[src/rtl/regfile_write_arbiter.sv]
// Register-file write-port arbiter: two single-entry request buffers (execute
// result r0, load return r1) share one registered write port (we3/a3/wd3).
// Round-robin between requesters, except that same-address writes retire in
// acceptance order. hz1/hz2 flag reads whose register has a write still in flight.
// Optional feature: define REGFILE_CLEAR_EN to zero registers x1..x31 after reset.
module regfile_write_arbiter #(
  parameter int unsigned ADDR_W = 5,
  parameter int unsigned DATA_W = 32
) (
  input  logic              clk,
  input  logic              resetn,
  input  logic              r0_valid,
  output logic              r0_ready,
  input  logic [ADDR_W-1:0] r0_addr,
  input  logic [DATA_W-1:0] r0_data,
  input  logic              r1_valid,
  output logic              r1_ready,
  input  logic [ADDR_W-1:0] r1_addr,
  input  logic [DATA_W-1:0] r1_data,
  output logic              we3,
  output logic [ADDR_W-1:0] a3,
  output logic [DATA_W-1:0] wd3,
  input  logic [ADDR_W-1:0] a1,
  input  logic [ADDR_W-1:0] a2,
  output logic              hz1,
  output logic              hz2,
  output logic              busy
);

  logic              held0_q, held1_q;
  logic [ADDR_W-1:0] addr0_q, addr1_q;
  logic [DATA_W-1:0] data0_q, data1_q;
  logic              ptr_q;       // 0: r0 has priority, 1: r1 has priority
  logic              r1_older_q;  // r1 entry accepted strictly before r0 entry
  logic              set0, set1;
  logic              gnt0, gnt1;
  logic              clr_we;
  logic [ADDR_W-1:0] clr_addr;
  logic              we3_d;
  logic [ADDR_W-1:0] a3_d;
  logic [DATA_W-1:0] wd3_d;

`ifdef REGFILE_CLEAR_EN
  logic       busy_q;
  logic [4:0] clr_cnt_q;

  // Clear sequencer: counter walks 1..31, wraps to 0, and that edge ends the sequence
  always_ff @(posedge clk or negedge resetn) begin
    if (!resetn) begin
      busy_q    <= 1'b1;
      clr_cnt_q <= 5'd1;
    end else if (busy_q) begin
      if (clr_cnt_q == 5'd0) begin
        busy_q <= 1'b0;
      end else begin
        clr_cnt_q <= clr_cnt_q + 5'd1;
      end
    end
  end

  assign busy     = busy_q;
  assign clr_we   = busy_q & (clr_cnt_q != 5'd0);
  assign clr_addr = ADDR_W'(clr_cnt_q);
`else
  assign busy     = 1'b0;
  assign clr_we   = 1'b0;
  assign clr_addr = '0;
`endif

  assign r0_ready = ~held0_q & ~busy;
  assign r1_ready = ~held1_q & ~busy;

  // Writes to x0 are accepted but never buffered
  assign set0 = r0_valid & r0_ready & (r0_addr != '0);
  assign set1 = r1_valid & r1_ready & (r1_addr != '0);

  // Grant selection: same-address pairs go oldest-first, otherwise round-robin
  always_comb begin
    gnt0 = 1'b0;
    gnt1 = 1'b0;
    if (!busy) begin
      if (held0_q && held1_q) begin
        if (addr0_q == addr1_q) begin
          gnt1 = r1_older_q;
          gnt0 = ~r1_older_q;
        end else begin
          gnt1 = ptr_q;
          gnt0 = ~ptr_q;
        end
      end else begin
        gnt0 = held0_q;
        gnt1 = held1_q;
      end
    end
  end

  // Write-port next state: address/data hold their value when idle
  always_comb begin
    we3_d = 1'b0;
    a3_d  = a3;
    wd3_d = wd3;
    if (clr_we) begin
      we3_d = 1'b1;
      a3_d  = clr_addr;
      wd3_d = '0;
    end else if (gnt0) begin
      we3_d = 1'b1;
      a3_d  = addr0_q;
      wd3_d = data0_q;
    end else if (gnt1) begin
      we3_d = 1'b1;
      a3_d  = addr1_q;
      wd3_d = data1_q;
    end
  end

  // Request buffers, priority pointer, age bit and registered write port
  always_ff @(posedge clk or negedge resetn) begin
    if (!resetn) begin
      held0_q    <= 1'b0;
      held1_q    <= 1'b0;
      addr0_q    <= '0;
      addr1_q    <= '0;
      data0_q    <= '0;
      data1_q    <= '0;
      ptr_q      <= 1'b0;
      r1_older_q <= 1'b0;
      we3        <= 1'b0;
      a3         <= '0;
      wd3        <= '0;
    end else begin
      we3 <= we3_d;
      a3  <= a3_d;
      wd3 <= wd3_d;
      if (gnt0) begin
        held0_q <= 1'b0;
      end else if (set0) begin
        held0_q <= 1'b1;
        addr0_q <= r0_addr;
        data0_q <= r0_data;
      end
      if (gnt1) begin
        held1_q <= 1'b0;
      end else if (set1) begin
        held1_q <= 1'b1;
        addr1_q <= r1_addr;
        data1_q <= r1_data;
      end
      if (gnt0) begin
        ptr_q <= 1'b1;
      end else if (gnt1) begin
        ptr_q <= 1'b0;
      end
      // Simultaneous accepts count as r0 first so the load value lands last
      if (set1) begin
        r1_older_q <= 1'b0;
      end else if (set0) begin
        r1_older_q <= held1_q & ~gnt1;
      end
    end
  end

  assign hz1 = (a1 != '0) & ((held0_q & (addr0_q == a1)) | (held1_q & (addr1_q == a1)) |
                             (we3 & (a3 == a1)));
  assign hz2 = (a2 != '0) & ((held0_q & (addr0_q == a2)) | (held1_q & (addr1_q == a2)) |
                             (we3 & (a3 == a2)));

endmodule

[config.mk]
export PLATFORM = sky130hd
export DESIGN_NAME = regfile_write_arbiter
export DESIGN_NICKNAME = d
export VERILOG_FILES = /design/src/rtl/regfile_write_arbiter.sv
export SDC_FILE = /design/constraint.sdc
export NUM_CORES = 1
export LEC_CHECK = 0
export ABC_CLOCK_PERIOD_IN_PS = 2240
export BUFFER_PORTS_ARGS = -buffer_cell sky130_fd_sc_hd__buf_4
export CAP_MARGIN = 5
export CORE_MARGIN = 5
export CORE_UTILIZATION = 40
export DETAILED_ROUTE_END_ITERATION = 6
export SYNTH_ARGS = -nofsm -noshare
export SYNTH_HDL_FRONTEND = slang
export SYNTH_SLANG_ARGS = --single-unit
[constraint.sdc]
create_clock -name clk -period 2.24 [get_ports clk]
set_input_delay 0.112 -clock clk [delete_from_list [all_inputs] [get_ports clk]]
set_output_delay 0.112 -clock clk [all_outputs]
set_load 0.01 [all_outputs]
==> reports/qor.csv <==
stage,metric,value,unit
run_status,status,"complete, no violations",
synth,syn_area,5418,um^2
timing,max_freq,0.4685,GHz
drt,viasPerCell,5.059,
die,num_rows,42,
run,maxCapViolations,0,
worst_setup_path,crit_fanout,26,
timing,hold_viol_final,0,
timing,setup_violations,0,
drt,wl_per_cell,17.99,um
global_route,grt_use_met2,32.44,%
worst_setup_path,regToRegStartpoint,addr0_q[3],
hold_path,holdCritPathClass,in -> reg,
synth,synth-edff-count,0,
synth,yosys_warnings,0,
pwr,peakVddDrop,656.3,uV
synth,syn_avg_cell_area,12.54,um^2
pwr,p_leak,3.640,nW
global_route,grt_usage,19.30,%
hold_path,hold_depth,4,
timing,post-route-period-util,95.29,%
pwr,total_power,9.659,mW
die,dieArea,15970,um^2
worst_setup_path,critPathLaunch,addr0_q[3],
timing,fin_crit,2135,ps
synth,syn-num-nets,520,
synth,synth.area.top_cells,"dfrtp_1 (54%), mux2_2 (14%), mux2i_1 (6.8%)",
global_route,grt_pass1_wl,24.54,mm
placed_design,dpl.hpwl,9.494,mm
clock_network,cts_sinks,116,
finish,num_antenna_cells,0,
drt,drt_wl_total,14.95,mm
drt,drc_errors,0,
placed_design,globalplace.congestion,0.8180,
worst_setup_path,critPathArrivalTime,2430,ps
clock_network,cts_setup_buffers,0,
worst_setup_path,r2r_slack,110,ps
die,die_w,126.4,um
drt,ant_nets,0,
die,ios,131,
drt,first_pass_iters,4,
synth,yosysMostFrequentCell,dfrtp_1,
die,coreArea,13240,um^2
worst_setup_path,critPathKind,reg -> reg,
synth,synth.distinct_cells,32,
worst_setup_path,critPathCaptureType,register,
synth,synth_top_area_share,53.58,%
placed_design,io_buffers,129,
hold_path,holdPathEnd,addr0_q[1],
clock_network,numCtsBuffers,17,
timing,rsz0062_at_grt,no,
timing,final.setup.tns,0,ps
timing,worst_pin_slew,649.4,ps
die,dieHeight,126.4,um
timing,slew_violations,0,
timing,fin_skew,7.877,ps
timing,slew_headroom,56.71,%
global_route,grt_max_degree,49,
clock_network,clkTransAtPathRegs,50,ps
clock_network,htreeDepth,4,
worst_setup_path,start_kind,register,
synth,synthTopCellsByCount,"dfrtp_1 (116), mux2_2 (65), nand2_1 (65)",
global_route,grt_pass1_vias,4676,
synth,synth-main-ff-cell,dfrtp_1,
finish,final_nets,732,
drt,vias,4204,
clock_network,clk_latency,410,ps
global_route,overflow,0,
global_route,grt_antenna_before_repair,0,
global_route,use_met3,4.372,%
finish,fillers,1069,
worst_setup_path,cp.required,2530,ps
clock_network,clockRootBuffer,clkbuf_16,
worst_setup_path,r2r-end,wd3[11],
hold_path,hp-start,r0_valid,
finish,drive_gt1_share,41.07,%
clock_network,clock_path_buffers,2,
clock_network,cts_tree,done,
worst_setup_path,worstRegToRegCells,6,
die,start_util,40.91,%
pwr,p_per_area,1209,nW/um^2
global_route,top_usage_layer,met2,
synth,yosysSeqAreaShare,53.58,%
synth,synth-seq-cells,116,
synth,synth_cells,432,
synth,synth_top_area_cell,dfrtp_1,
global_route,met1_usage,23.91,%
synth,async_flop_share,100.0,%
drt,drtIter0Drc,266,
finish,syn2layout_area_growth,47.41,%
## cell families (layout without fill, tap and decap cells)
kind of cell	after synthesis	after routing	share of synthesized area (%)
other	1	1	0.06922
AO/OA/AOI/OAI	50	50	9.215
XOR/XNOR	35	35	5.658
multiplexers	102	102	20.35
AND/OR/NAND/NOR	89	90	7.159
buffers and inverters	39	261	3.972
flip-flops	116	116	53.58
## metal layers
metal,up-vias,wire length [um]
li1,1975,-
met1,2084,6257
met2,120,7626
met3,25,731
met4,0,332
met5,-,0
## timing repair
action	4_1_cts	5_1_grt
setup endpoints to repair	0	37
hold buffers	75	0
hold endpoints to repair	119	0
resized for setup	0	5
## flip-flops by register name, summed over array words and instances, names as in the netlist
name        flops
wd3            32
r1_older_q      1
a3              5
data0_q        32
addr0_q         5
data1_q        32
ptr_q           1
addr1_q         5
held1_q         1
we3             1
held0_q         1
## final cells by class
cell class | count | area [um^2] | area share, %
inverters | 4 | 15.01 | 0.1880
repair buffers | 227 | 1917 | 24.00
clock inverters | 4 | 45.04 | 0.5640
flip-flops and latches | 116 | 2904 | 36.36
clock buffers | 26 | 519.2 | 6.502
multi-input cells | 278 | 2366 | 29.63
well taps | 176 | 220.2 | 2.757
## critical path, cell delays in order (launching register included)
cell and delay [ps]:
dfrtp_1 390, xnor2_1 240, nand3_2 170, o211a_4 300, or3_1 370, buf_4 260, o221a_2 290
## stage by stage
| stage | worst slack (ps) | utilization, % | cell area (um^2) | cells | hold slack [ps] |
|---|---|---|---|---|---|
| after floorplan | 311.0 | - | 5418 | 432 | -183.6 |
| after global placement | 144.3 | 50.09 | 6633 | 725 | 172.3 |
| after detailed placement | 70.88 | 50.09 | 6633 | 725 | 179.4 |
| after CTS | 15.76 | 60.02 | 7948 | 830 | 173.0 |
| after global routing | 18.05 | 60.31 | 7986 | 831 | 219.5 |
| final | 105.5 | 60.31 | 7986 | 831 | 187.8 |
## power by group
group,internal [mW],total [mW],switching (mW)
clock,1.68,2.56,0.875
sequential,2.90,3.48,0.575
combinational,1.97,3.63,1.65
total,6.55,9.66,3.10
## how the worst max path moves through the flow
stage                     endpoint  depth (start not counted)
after CTS                  wd3[11]                          5
after global placement     wd3[12]                          5
after detailed placement    wd3[4]                          5
after floorplan            wd3[16]                          8
final                      wd3[11]                          6
after global routing       wd3[20]                          6
## cell usage in the layout, fill, tap and decap left out, types with 2 or more instances in the layout
master	instances
a21oi_1	2
a22o_1	2
a31oi_1	2
and3_1	3
buf_12	2
buf_4	150
clkbuf_1	3
clkbuf_16	17
clkbuf_8	6
clkinv_2	3
dfrtp_1	115
dlygate4sd3_1	75
inv_1	4
mux2_2	65
mux2i_1	37
nand2_1	65
nand3_1	2
nor2_1	3
nor2_4	2
nor2b_1	2
nor4_1	6
o21ai_0	2
o21ai_4	2
o221a_1	19
o221a_2	17
or4_1	4
xnor2_1	11
xor2_1	24
Note: power is estimated with default switching activity, not from simulation.
